<file path="config.mk">
export PLATFORM = sky130hd
export DESIGN_NAME = control_unit_flat
export DESIGN_NICKNAME = d
export VERILOG_FILES = /design/src/rtl/control_unit_if.sv /design/src/rtl/control_unit.sv /design/src/flat_wrapper.sv
export SDC_FILE = /design/constraint.sdc
export NUM_CORES = 1
export LEC_CHECK = 0
export CORE_MARGIN = 1.5
export CORE_UTILIZATION = 29
export DETAILED_ROUTE_END_ITERATION = 10
export PLACE_DENSITY = 0.81
export SKIP_CTS_REPAIR_TIMING = 1
export SYNTH_ARGS = -nofsm -noshare
export SYNTH_HDL_FRONTEND = slang
export SYNTH_SLANG_ARGS = --single-unit
</file>
<file path="constraint.sdc">
create_clock -name clock -period 2.2 [get_ports clock]
set_clock_uncertainty 0.1 [all_clocks]
set_input_delay 0.44 -clock clock [delete_from_list [all_inputs] [get_ports clock]]
set_output_delay 0.44 -clock clock [all_outputs]
set_load 0.05 [all_outputs]
</file>
<file path="src/rtl/control_unit_if.sv">
// Control bus between the instruction register / datapath and the control unit.
// The master side is the controller: it reads the latched instruction and drives every control line.
interface control_unit_if #(
    parameter int ADDR_W = 8,
    parameter int REG_W  = 4
);
    logic [15:0]       instruction;
    logic              pc_clr;
    logic              pc_up;
    logic              ir_clr;
    logic              ir_ld;
    logic [ADDR_W-1:0] d_addr;
    logic              d_wr;
    logic              rf_s;
    logic [REG_W-1:0]  rf_w_addr;
    logic              rf_w_wr;
    logic [REG_W-1:0]  rf_ra_addr;
    logic [REG_W-1:0]  rf_rb_addr;
    logic [2:0]        alu_s;
    logic              halted;
    logic [3:0]        state;

    modport master (
        input  instruction,
        output pc_clr, pc_up, ir_clr, ir_ld,
        output d_addr, d_wr,
        output rf_s, rf_w_addr, rf_w_wr, rf_ra_addr, rf_rb_addr,
        output alu_s, halted, state
    );

    modport slave (
        output instruction,
        input  pc_clr, pc_up, ir_clr, ir_ld,
        input  d_addr, d_wr,
        input  rf_s, rf_w_addr, rf_w_wr, rf_ra_addr, rf_rb_addr,
        input  alu_s, halted, state
    );
endinterface

</file>
<file path="src/rtl/control_unit.sv">
// Moore fetch/decode/execute controller for the six-opcode processor.
// Outputs depend only on the state register and the (stable) latched instruction fields.
module control_unit #(
    parameter int OP_W   = 4,
    parameter int ADDR_W = 8,
    parameter int REG_W  = 4
) (
    input  logic          clock,
    input  logic          reset,
    control_unit_if.master cu
);
    typedef enum logic [3:0] {
        S_INIT   = 4'd0,
        S_FETCH  = 4'd1,
        S_DECODE = 4'd2,
        S_NOOP   = 4'd3,
        S_LOAD_A = 4'd4,
        S_LOAD_B = 4'd5,
        S_STORE  = 4'd6,
        S_ADD    = 4'd7,
        S_SUB    = 4'd8,
        S_HALT   = 4'd9
    } state_e;

    localparam logic [OP_W-1:0] OPC_NOOP  = OP_W'(0);
    localparam logic [OP_W-1:0] OPC_STORE = OP_W'(1);
    localparam logic [OP_W-1:0] OPC_LOAD  = OP_W'(2);
    localparam logic [OP_W-1:0] OPC_ADD   = OP_W'(3);
    localparam logic [OP_W-1:0] OPC_SUB   = OP_W'(4);
    localparam logic [OP_W-1:0] OPC_HALT  = OP_W'(5);

    localparam logic [2:0] ALU_PASS_A = 3'b000;
    localparam logic [2:0] ALU_ADD    = 3'b001;
    localparam logic [2:0] ALU_SUB    = 3'b010;

    state_e state_q;
    state_e state_d;

    logic [OP_W-1:0]   op;
    logic [REG_W-1:0]  ra;
    logic [REG_W-1:0]  rb;
    logic [REG_W-1:0]  rc;
    logic [ADDR_W-1:0] d;

    assign op = cu.instruction[15 -: OP_W];
    assign ra = cu.instruction[11 -: REG_W];
    assign rb = cu.instruction[7 -: REG_W];
    assign rc = cu.instruction[REG_W-1:0];
    assign d  = cu.instruction[ADDR_W-1:0];

    always_ff @(posedge clock or posedge reset) begin
        if (reset) begin
            state_q <= S_INIT;
        end else begin
            state_q <= state_d;
        end
    end

    // Next state; unused encodings fall back to INIT so an upset self-recovers.
    always_comb begin
        state_d = S_INIT;
        case (state_q)
            S_INIT:   state_d = S_FETCH;
            S_FETCH:  state_d = S_DECODE;
            S_DECODE: begin
                case (op)
                    OPC_NOOP:  state_d = S_NOOP;
                    OPC_STORE: state_d = S_STORE;
                    OPC_LOAD:  state_d = S_LOAD_A;
                    OPC_ADD:   state_d = S_ADD;
                    OPC_SUB:   state_d = S_SUB;
                    OPC_HALT:  state_d = S_HALT;
                    default:   state_d = S_NOOP;
                endcase
            end
            S_LOAD_A: state_d = S_LOAD_B;
            S_LOAD_B: state_d = S_FETCH;
            S_STORE:  state_d = S_FETCH;
            S_ADD:    state_d = S_FETCH;
            S_SUB:    state_d = S_FETCH;
            S_NOOP:   state_d = S_FETCH;
            S_HALT:   state_d = S_HALT;
            default:  state_d = S_INIT;
        endcase
    end

    always_comb begin
        cu.pc_clr     = 1'b0;
        cu.pc_up      = 1'b0;
        cu.ir_clr     = 1'b0;
        cu.ir_ld      = 1'b0;
        cu.d_addr     = '0;
        cu.d_wr       = 1'b0;
        cu.rf_s       = 1'b0;
        cu.rf_w_addr  = '0;
        cu.rf_w_wr    = 1'b0;
        cu.rf_ra_addr = '0;
        cu.rf_rb_addr = '0;
        cu.alu_s      = ALU_PASS_A;
        cu.halted     = 1'b0;
        case (state_q)
            S_INIT: begin
                cu.pc_clr = 1'b1;
                cu.ir_clr = 1'b1;
            end
            S_FETCH: begin
                cu.ir_ld = 1'b1;
                cu.pc_up = 1'b1;
            end
            // LOAD_A only presents the address so the synchronous memory read completes before the write.
            S_LOAD_A, S_LOAD_B: begin
                cu.d_addr    = d;
                cu.rf_s      = 1'b1;
                cu.rf_w_addr = ra;
                cu.rf_w_wr   = (state_q == S_LOAD_B);
            end
            S_STORE: begin
                cu.d_addr     = d;
                cu.rf_ra_addr = ra;
                cu.alu_s      = ALU_PASS_A;
                cu.d_wr       = 1'b1;
            end
            S_ADD, S_SUB: begin
                cu.rf_ra_addr = rb;
                cu.rf_rb_addr = rc;
                cu.alu_s      = (state_q == S_ADD) ? ALU_ADD : ALU_SUB;
                cu.rf_w_addr  = ra;
                cu.rf_w_wr    = 1'b1;
            end
            S_HALT: cu.halted = 1'b1;
            default: ;
        endcase
    end

    assign cu.state = state_q;
endmodule

</file>
<file path="src/flat_wrapper.sv">
// flat-port wrapper written by rule: the top's interface ports become plain ports
module control_unit_flat 
#(
    parameter int OP_W   = 4,
    parameter int ADDR_W = 8,
    parameter int REG_W  = 4
)
  (clock, reset, cu_instruction, cu_pc_clr, cu_pc_up, cu_ir_clr, cu_ir_ld, cu_d_addr, cu_d_wr, cu_rf_s, cu_rf_w_addr, cu_rf_w_wr, cu_rf_ra_addr, cu_rf_rb_addr, cu_alu_s, cu_halted, cu_state);
  control_unit_if #(.ADDR_W(ADDR_W), .REG_W(REG_W)) cu_i ();
  input  logic clock;
  input  logic reset;
  input wire logic [$bits(cu_i.instruction)-1:0] cu_instruction;
  output wire logic [$bits(cu_i.pc_clr)-1:0] cu_pc_clr;
  output wire logic [$bits(cu_i.pc_up)-1:0] cu_pc_up;
  output wire logic [$bits(cu_i.ir_clr)-1:0] cu_ir_clr;
  output wire logic [$bits(cu_i.ir_ld)-1:0] cu_ir_ld;
  output wire logic [$bits(cu_i.d_addr)-1:0] cu_d_addr;
  output wire logic [$bits(cu_i.d_wr)-1:0] cu_d_wr;
  output wire logic [$bits(cu_i.rf_s)-1:0] cu_rf_s;
  output wire logic [$bits(cu_i.rf_w_addr)-1:0] cu_rf_w_addr;
  output wire logic [$bits(cu_i.rf_w_wr)-1:0] cu_rf_w_wr;
  output wire logic [$bits(cu_i.rf_ra_addr)-1:0] cu_rf_ra_addr;
  output wire logic [$bits(cu_i.rf_rb_addr)-1:0] cu_rf_rb_addr;
  output wire logic [$bits(cu_i.alu_s)-1:0] cu_alu_s;
  output wire logic [$bits(cu_i.halted)-1:0] cu_halted;
  output wire logic [$bits(cu_i.state)-1:0] cu_state;
  assign cu_i.instruction = cu_instruction;
  assign cu_pc_clr = cu_i.pc_clr;
  assign cu_pc_up = cu_i.pc_up;
  assign cu_ir_clr = cu_i.ir_clr;
  assign cu_ir_ld = cu_i.ir_ld;
  assign cu_d_addr = cu_i.d_addr;
  assign cu_d_wr = cu_i.d_wr;
  assign cu_rf_s = cu_i.rf_s;
  assign cu_rf_w_addr = cu_i.rf_w_addr;
  assign cu_rf_w_wr = cu_i.rf_w_wr;
  assign cu_rf_ra_addr = cu_i.rf_ra_addr;
  assign cu_rf_rb_addr = cu_i.rf_rb_addr;
  assign cu_alu_s = cu_i.alu_s;
  assign cu_halted = cu_i.halted;
  assign cu_state = cu_i.state;
  control_unit #(.OP_W(OP_W), .ADDR_W(ADDR_W), .REG_W(REG_W)) u_core (.clock(clock), .reset(reset), .cu(cu_i));
endmodule
</file>
Word level (Yosys, flattened, before mapping):

Index checks and enable logic that the tools add are counted.

* register bits: 4
* input bits: 18
* output and inout bits: 35
* word-level logic and storage cells: 35

* eq/ne operators: 14
* mux-type cells: 14
* reductions and logical operators: 6

Operators by type and width (number)
* 4-bit one-hot mux with 5 select lines: 2
* 4-bit by 3-bit equality test with 1-bit output (second input constant): 6
* 4-bit by 2-bit equality test with 1-bit output (second input constant): 4
* 4-bit by 1-bit equality test with 1-bit output (second input constant): 2
* 4-bit equality test (second input constant): 2
* 4-bit two-way mux: 2
* 8-bit two-way mux: 1
* 4-bit one-hot mux with 2 select lines: 1
* 6-bit OR reduction: 1
* 1-bit two-way mux: 5
* 4-bit zero test: 1
* 2-bit OR reduction: 2
* 4-bit OR reduction: 1
* 3-bit two-way mux: 1
* 3-bit OR reduction: 1
* 2-bit two-way mux: 1
* 1-bit one-hot mux with 2 select lines: 1

Depth between registers and ports, before layout:

Gate-level depths: netlist of the first run.

* depth in word-level cells: 3
* depth in mapped cells: 4
* depth with buffers taken out: 3

Worst setup path after synthesis of the first run:

Ideal clock, no wire load.

* kind: register -> output
* start: register u_core.state_q[1], in the netlist u_core.cu.state[1]
* end: output cu_pc_clr
* data arrival time: 2.893 ns
* data required time: 1.660 ns
* slack: -1.233 ns
* stages on the path, launching flop included: 4
* path buffers: 2
* cells stage by stage: dfrtp_1 -> clkbuf_1 -> nor4_1 -> buf_4

* word-level cells in the longest chain between the ends: 2

Ends and longest elaborated chain
* start, declared: line control_unit.sv:36 `state_e state_q;`
* start signal, assigned: line control_unit.sv:55 `state_q <= state_d;`
* 4-bit zero test
* 1-bit two-way mux
* end, declared: line flat_wrapper.sv:13 `output wire logic [$bits(cu_i.pc_clr)-1:0] cu_pc_clr;`

No other way between the ends.

Worst setup path after layout of the first run:

* start: register u_core.state_q[0], in the netlist u_core.cu.state[0]
* end: output cu_rf_rb_addr[2]

* word-level cells in the longest chain between the ends: 3
* elaborated cells between the ends (all ways): 4
* classes of those cells: 2 x eq/ne; 1 x mux; 1 x reduce/logical

Ends and longest elaborated chain
* 4-bit equality test / 4-bit by 3-bit equality test with 1-bit output (equally long branches): line control_unit.sv:101 `case (state_q)`
* 2-bit OR reduction (*): line control_unit.sv:101
* 4-bit two-way mux (*): line control_unit.sv:101
* end, declared: line flat_wrapper.sv:23 `output wire logic [$bits(cu_i.rf_rb_addr)-1:0] cu_rf_rb_addr;`

Every way passes the cells marked *; elsewhere a longest branch is shown, timed or not.

==> reports/qor.log, run 1 <==
qor: critical_path.required 1.66 ns
qor: cts.clock_tree.root_cell sky130_fd_sc_hd__clkbuf_4
qor: grt.globalRouteMet3Util 3.14%
qor: routing.drt-wirelength-per-cell 18.3 µm
qor: cts.tritoncts_clock_tree built
qor: cts.worst_skew_pair.late_latency 0.24 ns
qor: critical_path.worst-endpoint-arrival 1.74 ns
qor: critical_path.rr_endpoint u_core.cu.state[3]
qor: place.dp_slack 0.165 ns
qor: grt.first_pass_grt_wire_length 3.37 mm
qor: floorplan.die_width 46.5 µm
qor: floorplan.ios 53
qor: grt.gr-max-usage-layer met2
qor: critical_path.reg2regPathDepth 4
qor: floorplan.initial_utilization 31.4%
qor: critical_path.timing.critical_path.fanout_max 8
qor: cts.clockBufferDepth 2
qor: status.failed_checks negative setup slack
qor: place.buffer_ports.inserted 51
qor: sta.achievable-frequency 0.439 GHz
qor: layout.final_layout_size_suffix_gt1_share 52.0%
qor: yosys.synth-xor-area-share 1.60%
qor: sta.post-route-worst-setup-slack -0.0753 ns
qor: layout.filler_cell_count 78
qor: critical_path.timing.critical_path.cells or4b_4 > o21ai_4 > and2_4 > buf_12
qor: floorplan.dieHeight 46.5 µm
qor: critical_path.family_with_the_most_delay_on_the_worst_path simple AND/OR/NAND/NOR gates
qor: cts.htree_levels 1
qor: layout.final_core_util 88.7%
qor: place.place_hpwl 1.91 mm
qor: routing.drtPass1Iterations 6
qor: critical_path.setup.worst_path.end_class primary output
qor: critical_path.crit_buf_inv 1
qor: cts.cts_inserted_buffers 3
qor: yosys.synth_enable_flop_cells 0
qor: yosys.synth_fa_ha_area_share 0%
qor: pwr.power.leakage 0.000631 µW
qor: yosys.mappedNetlistArea 548 µm²
qor: grt.largest_net_degree_at_the_start_of_global_routing 15
qor: yosys.synth_seq_cells 4
qor: yosys.synth_top_family_by_area simple AND/OR/NAND/NOR gates
qor: grt.use_met1 23.9%
qor: floorplan.placeableCoreArea 0.00175 mm²
qor: floorplan.number_of_placement_rows 15
qor: pwr.report.power.total 1330 µW
qor: critical_path.worst-setup-path-type reg2out
qor: grt.track_usage 21.8%
qor: critical_path.worst_path_max_delay_cell sky130_fd_sc_hd__or4b_4
qor: pwr.power_per_cell_area 858 mW/mm²
qor: yosys.postSynth.topFlopCell sky130_fd_sc_hd__dfrtp_1
qor: sta.final_min_period_over_clock_period 103%
qor: pwr.max-vdd-ir-drop 1.27 mV
qor: layout.nNetsFinal 145
qor: job.maxCapViolations 0
qor: yosys.synth.yosys.warnings 0
qor: yosys.post_synth.cell_area_avg 7.61 µm²
qor: min_path.worstHoldPathType in2async
qor: routing.drc_errors 0
qor: layout.flow.area_growth_from_synthesis 182%
qor: status.status finished with violations
qor: critical_path.slowest_stage_delay_cp 0.56 ns
qor: grt.grt_pass1_vias 699
qor: critical_path.worstSetupStartpointType flip-flop
qor: yosys.synth-seq-area-share 18.3%
qor: grt.grt_antenna_before_repair 0
qor: sta.hold_slack 0.305 ns
qor: floorplan.die-area 0.00216 mm²
qor: routing.detail_route.wirelength 2.75 mm
qor: routing.drtIter0Drc 16
qor: grt.grt.met2_usage 43.1%
qor: sta.post-route-min-period 2.28 ns
qor: cts.clock-sinks 4
qor: yosys.synth-async-reset-ratio 100%
qor: routing.dr_total_vias 765
qor: sta.finalSetupViolCount 8
qor: place.gp_congestion 0.735
qor: critical_path.worstReg2RegStart u_core.cu.state[0]
qor: yosys.post_synth_mux_area_share 0%
qor: routing.vias_per_cell 5.10
qor: cts.cts.clk_slew.worst_paths 0.04 ns
qor: yosys.synth-simple-area-share 44.3%
qor: yosys.fraction_of_the_mapped_netlist_area_in_compound_gates 26.3%
qor: sta.timing_max_transition_violations_final 0
qor: sta.rsz_0062_raised_after_global_routing yes
qor: layout.largest_reg_flops 4
qor: layout.num_antenna_cells 0
qor: sta.fin_tns_setup -0.423 ns
qor: yosys.postSynthNetCount 90
qor: yosys.netlist_cell_types 29
qor: critical_path.setup.reg_to_reg.worst_slack 0.51 ns
qor: grt.overflow 0
qor: routing.drt.antenna.violating_nets 0
qor: yosys.postSynthCellCount 72
qor: sta.hold_viol 0
cell usage in the layout (no fill, tap or decap):
cell type	synthesis	routed
sky130_fd_sc_hd__nor3_1	4	3
sky130_fd_sc_hd__and2_1	12	8
sky130_fd_sc_hd__a22o_4	0	4
sky130_fd_sc_hd__a21oi_1	1	1
sky130_fd_sc_hd__and2_4	0	4
sky130_fd_sc_hd__and3b_1	1	1
sky130_fd_sc_hd__conb_1	1	1
sky130_fd_sc_hd__nand2b_4	1	1
sky130_fd_sc_hd__nor2_4	0	1
sky130_fd_sc_hd__nor2_1	6	5
sky130_fd_sc_hd__nand2_1	3	3
sky130_fd_sc_hd__clkdlybuf4s50_1	0	17
sky130_fd_sc_hd__buf_4	3	10
sky130_fd_sc_hd__a211oi_1	2	2
sky130_fd_sc_hd__or3b_1	2	2
sky130_fd_sc_hd__o2111ai_1	1	1
sky130_fd_sc_hd__buf_12	0	30
sky130_fd_sc_hd__or4b_4	1	1
sky130_fd_sc_hd__dfrtp_1	4	2
sky130_fd_sc_hd__clkbuf_4	0	3
sky130_fd_sc_hd__or4_1	1	1
sky130_fd_sc_hd__nand3b_1	2	2
sky130_fd_sc_hd__a21boi_4	0	4
sky130_fd_sc_hd__nor3_4	0	1
sky130_fd_sc_hd__inv_1	2	2
sky130_fd_sc_hd__nor4_4	0	1
sky130_fd_sc_hd__nand2b_1	5	5
sky130_fd_sc_hd__a21oi_4	0	1
sky130_fd_sc_hd__dfrtp_2	0	2
sky130_fd_sc_hd__o211ai_1	1	1
sky130_fd_sc_hd__xor2_1	1	1
sky130_fd_sc_hd__o21ai_0	2	2
sky130_fd_sc_hd__o21ai_4	1	1
sky130_fd_sc_hd__a21o_4	0	1
power by group:
group          total [µW]  internal [µW]  switching (µW)
sequential            122           99.6            22.4
clock                93.8           61.2            32.6
combinational        1110            464             648
metrics by stage:
step | instances | area, µm²
2_1_floorplan | 72 | 619
3_3_place_gp | 145 | 1430
3_5_place_dp | 145 | 1430
4_1_cts | 148 | 1450
5_1_grt | 150 | 1550
6_report | 150 | 1550
per-layer routing:
| metal | vias to the layer above | wire, µm |
|---|---|---|
| met5 | - | 0 |
| met4 | 0 | 68 |
| met3 | 8 | 93 |
| met2 | 34 | 1640 |
| met1 | 369 | 949 |
| li1 | 354 | - |
layout make-up:
class | instances | area (µm²) | area share (%)
repair buffers | 57 | 846 | 54.6
multi-input cells | 59 | 538 | 34.8
flip-flops and latches | 4 | 103 | 6.63
well taps | 25 | 31.3 | 2.02
clock buffers | 3 | 22.5 | 1.46
inverters | 2 | 7.51 | 0.485
cells in the mapped netlist, types with 2 or more instances:
cell type                  instances  area share, %
sky130_fd_sc_hd__or3b_1            2            3.2
sky130_fd_sc_hd__nand2b_1          5            5.7
sky130_fd_sc_hd__a211oi_1          2            2.7
sky130_fd_sc_hd__inv_1             2            1.4
sky130_fd_sc_hd__buf_2             3            2.7
sky130_fd_sc_hd__o21ai_0           2            1.8
sky130_fd_sc_hd__nand3b_1          2            2.7
sky130_fd_sc_hd__and2_1           12             14
sky130_fd_sc_hd__a21boi_1          4            5.5
sky130_fd_sc_hd__nand2_1           3            2.1
sky130_fd_sc_hd__dfrtp_1           4             18
sky130_fd_sc_hd__nor2_1            6            4.1
sky130_fd_sc_hd__nor3_1            4            3.7
sky130_fd_sc_hd__buf_4             3            4.1
sky130_fd_sc_hd__a22o_1            4            6.4
worst max-delay path by stage:
stage	from	endpoint	cells after the start
global route	u_core.cu.state[0]	cu_rf_rb_addr[0]	4
finish	u_core.cu.state[0]	cu_rf_rb_addr[2]	4
floorplan	u_core.cu.state[3]	cu_rf_w_addr[0]	3
detailed placement	u_core.cu.state[0]	cu_rf_ra_addr[3]	4
global placement	u_core.cu.state[0]	cu_rf_rb_addr[0]	4
CTS	u_core.cu.state[0]	cu_rf_ra_addr[3]	4
logic make-up (layout without fill, tap and decap cells):
| logic type | Yosys count | after routing |
|---|---|---|
| buffers and inverters | 9 | 62 |
| flip-flops | 4 | 4 |
| AND/OR/NAND/NOR | 39 | 39 |
| AO/OA/AOI/OAI | 18 | 18 |
| other | 1 | 1 |
| XOR/XNOR | 1 | 1 |
Power figures use the tool's default switching activity.
==> run 2, diff against run 1 <==
--- a/config.mk
+++ b/config.mk
@@ -5,7 +5,7 @@
 export SDC_FILE = /design/constraint.sdc
 export NUM_CORES = 1
 export LEC_CHECK = 0
-export CORE_MARGIN = 1.5
+export CORE_MARGIN = 5
 export CORE_UTILIZATION = 29
 export DETAILED_ROUTE_END_ITERATION = 10
 export PLACE_DENSITY = 0.81
==> run 2 against run 1 <==
Net effect: worst setup slack worse by 0.014 ns; final cell count is 2.7% higher; power increased by 2.1%; count of clock-buffer cells in the layout is the same; routed wire length is 24% higher; global-route usage decreased by 3.2 points; the flow still finishes with violations (negative setup slack); critical path type unchanged; first-iteration DRC count grew 25%; via count grew 8.9%; non-clock buffer count grew 4.
==> reports/qor.log, run 2 (synthesized netlist as in run 1, its figures left out) <==
qor: status.status finished with violations
qor: status.failed_checks negative setup slack
qor: routing.detail_route.wirelength 3.41 mm
qor: pwr.power_per_cell_area 865 mW/mm²
qor: critical_path.setup.worst_path.end_class primary output
qor: critical_path.timing.critical_path.fanout_max 8
qor: critical_path.family_with_the_most_delay_on_the_worst_path simple AND/OR/NAND/NOR gates
qor: floorplan.initial_utilization 31.1%
qor: sta.post-route-min-period 2.29 ns
qor: sta.rsz_0062_raised_after_global_routing yes
qor: sta.finalSetupViolCount 12
qor: floorplan.number_of_placement_rows 15
qor: layout.layout_common_cells sky130_fd_sc_hd__buf_12 (30), sky130_fd_sc_hd__clkdlybuf4s50_1 (17), sky130_fd_sc_hd__buf_4 (13), sky130_fd_sc_hd__and2_4 (9)
qor: routing.drtIter0Drc 20
qor: sta.achievable-frequency 0.437 GHz
qor: grt.grt_pass1_vias 767
qor: grt.track_usage 18.7%
qor: routing.drc_errors 0
qor: critical_path.setup.reg_to_reg.worst_slack 0.56 ns
qor: floorplan.die-area 0.00286 mm²
qor: layout.footprint_of_the_multi_input_gates 524 µm²
qor: grt.largest_net_degree_at_the_start_of_global_routing 15
qor: pwr.max-vdd-ir-drop 0.918 mV
qor: routing.dr_total_vias 833
qor: sta.timing_max_transition_violations_final 0
qor: critical_path.reg2regPathDepth 4
qor: critical_path.worst_path_max_delay_cell sky130_fd_sc_hd__or4b_4
qor: grt.first_pass_grt_wire_length 3.82 mm
qor: layout.layout.cells.most_common sky130_fd_sc_hd__buf_12
qor: routing.drt-wirelength-per-cell 22.1 µm
qor: cts.clock-sinks 4
qor: critical_path.worstReg2RegStart u_core.cu.state[0]
qor: layout.final_core_util 88.9%
qor: place.placedCellCount 145
qor: cts.clock_tree.root_cell sky130_fd_sc_hd__clkbuf_4
qor: critical_path.slowest_stage_delay_cp 0.53 ns
qor: critical_path.worst-setup-path-type reg2out
qor: layout.final_cell_count_no_fill 154
qor: cts.cts_inserted_buffers 3
qor: cts.worst_skew_pair.late_latency 0.25 ns
qor: cts.tritoncts_clock_tree built
qor: routing.vias_per_cell 5.41
qor: job.maxCapViolations 0
qor: floorplan.dieHeight 53.5 µm
qor: place.place_hpwl 2.17 mm
qor: layout.filler_cell_count 92
qor: routing.drt.antenna.violating_nets 0
qor: cts.clockBufferDepth 2
qor: cts.htree_levels 1
qor: sta.post-route-worst-setup-slack -0.0890 ns
qor: sta.hold_viol 0
qor: critical_path.timing.critical_path.depth 4
qor: routing.drtPass1Iterations 4
qor: grt.overflow 0
qor: pwr.power.leakage 0.000640 µW
qor: layout.nNetsFinal 149
qor: layout.num_antenna_cells 0
qor: layout.flow.area_growth_from_synthesis 186%
qor: critical_path.worst-endpoint-arrival 1.75 ns
qor: critical_path.worstSetupStartpointType flip-flop
qor: critical_path.rr_endpoint u_core.cu.state[3]
qor: cts.cts.clk_slew.worst_paths 0.04 ns
qor: floorplan.die_width 53.5 µm
qor: floorplan.ios 53
qor: critical_path.required 1.66 ns
qor: place.buffer_ports.inserted 51
qor: layout.largest_reg_flops 4
qor: min_path.worstHoldPathType in2async
qor: critical_path.timing.critical_path.cells or4b_4 > o21ai_4 > a22o_2 > buf_12
qor: layout.final_layout_size_suffix_gt1_share 59.7%
qor: floorplan.placeableCoreArea 0.00176 mm²
qor: critical_path.crit_buf_inv 1
qor: grt.grt_antenna_before_repair 0
qor: place.dp_slack 0.208 ns
qor: layout.final-seq-area 103 µm²
qor: sta.final_min_period_over_clock_period 104%
qor: place.gp_congestion 0.729
[run 2: changes by cell type in the layout (fill, tap and decap cells not counted), sizes merged]
| cell | before | now |
|---|---|---|
| buf | 40 | 44 |
[run 2: how the worst max path moves through the flow]
stage,from,to,slack [ns]
after floorplan,u_core.cu.state[3],cu_rf_w_addr[0],-0.08
after global placement,u_core.cu.state[0],cu_rf_rb_addr[1],0.24
after detailed placement,u_core.cu.state[2],cu_rf_ra_addr[2],0.21
after CTS,u_core.cu.state[2],cu_rf_ra_addr[2],-0.06
after global routing,u_core.cu.state[2],cu_rf_ra_addr[1],-0.14
final,u_core.cu.state[2],cu_rf_ra_addr[0],-0.09
[run 2: area by class of cell]
type	count	share of cell area [%]
Clock buffer	3	1.44
Multi-Input combinational cell	59	33.4
Sequential cell	4	6.54
Inverter	2	0.479
Tap cell	25	2.00
Timing Repair Buffer	61	56.1
[run 2: where the power goes]
part / total, µW / internal [µW] / switching, µW
combinational: 1130 / 467 / 664
sequential: 125 / 99.5 / 25.8
clock: 100 / 61.6 / 38.5
total: 1360 / 628 / 728
[run 2: layer usage]
metal	vias up	part of all wire (%)	GRT usage (%)	wire length, µm
met5	-	0	0	0
met4	0	2.9	6.38	99
met3	13	4.4	3.38	150
met2	43	61	38.6	2080
met1	410	32	17.5	1070
li1	367	-	-	-
[run 2: metrics by stage]
step	setup TNS [ns]	instance area, µm²	hold WS, ns	total power, µW
6_report	-0.710	1570	0.279	1360
5_1_grt	-1.22	1570	0.293	1410
4_1_cts	-0.669	1450	0.273	1270
3_5_place_dp	0	1430	0.532	1170
3_3_place_gp	0	1430	0.524	1150
2_1_floorplan	-0.693	619	0.106	752
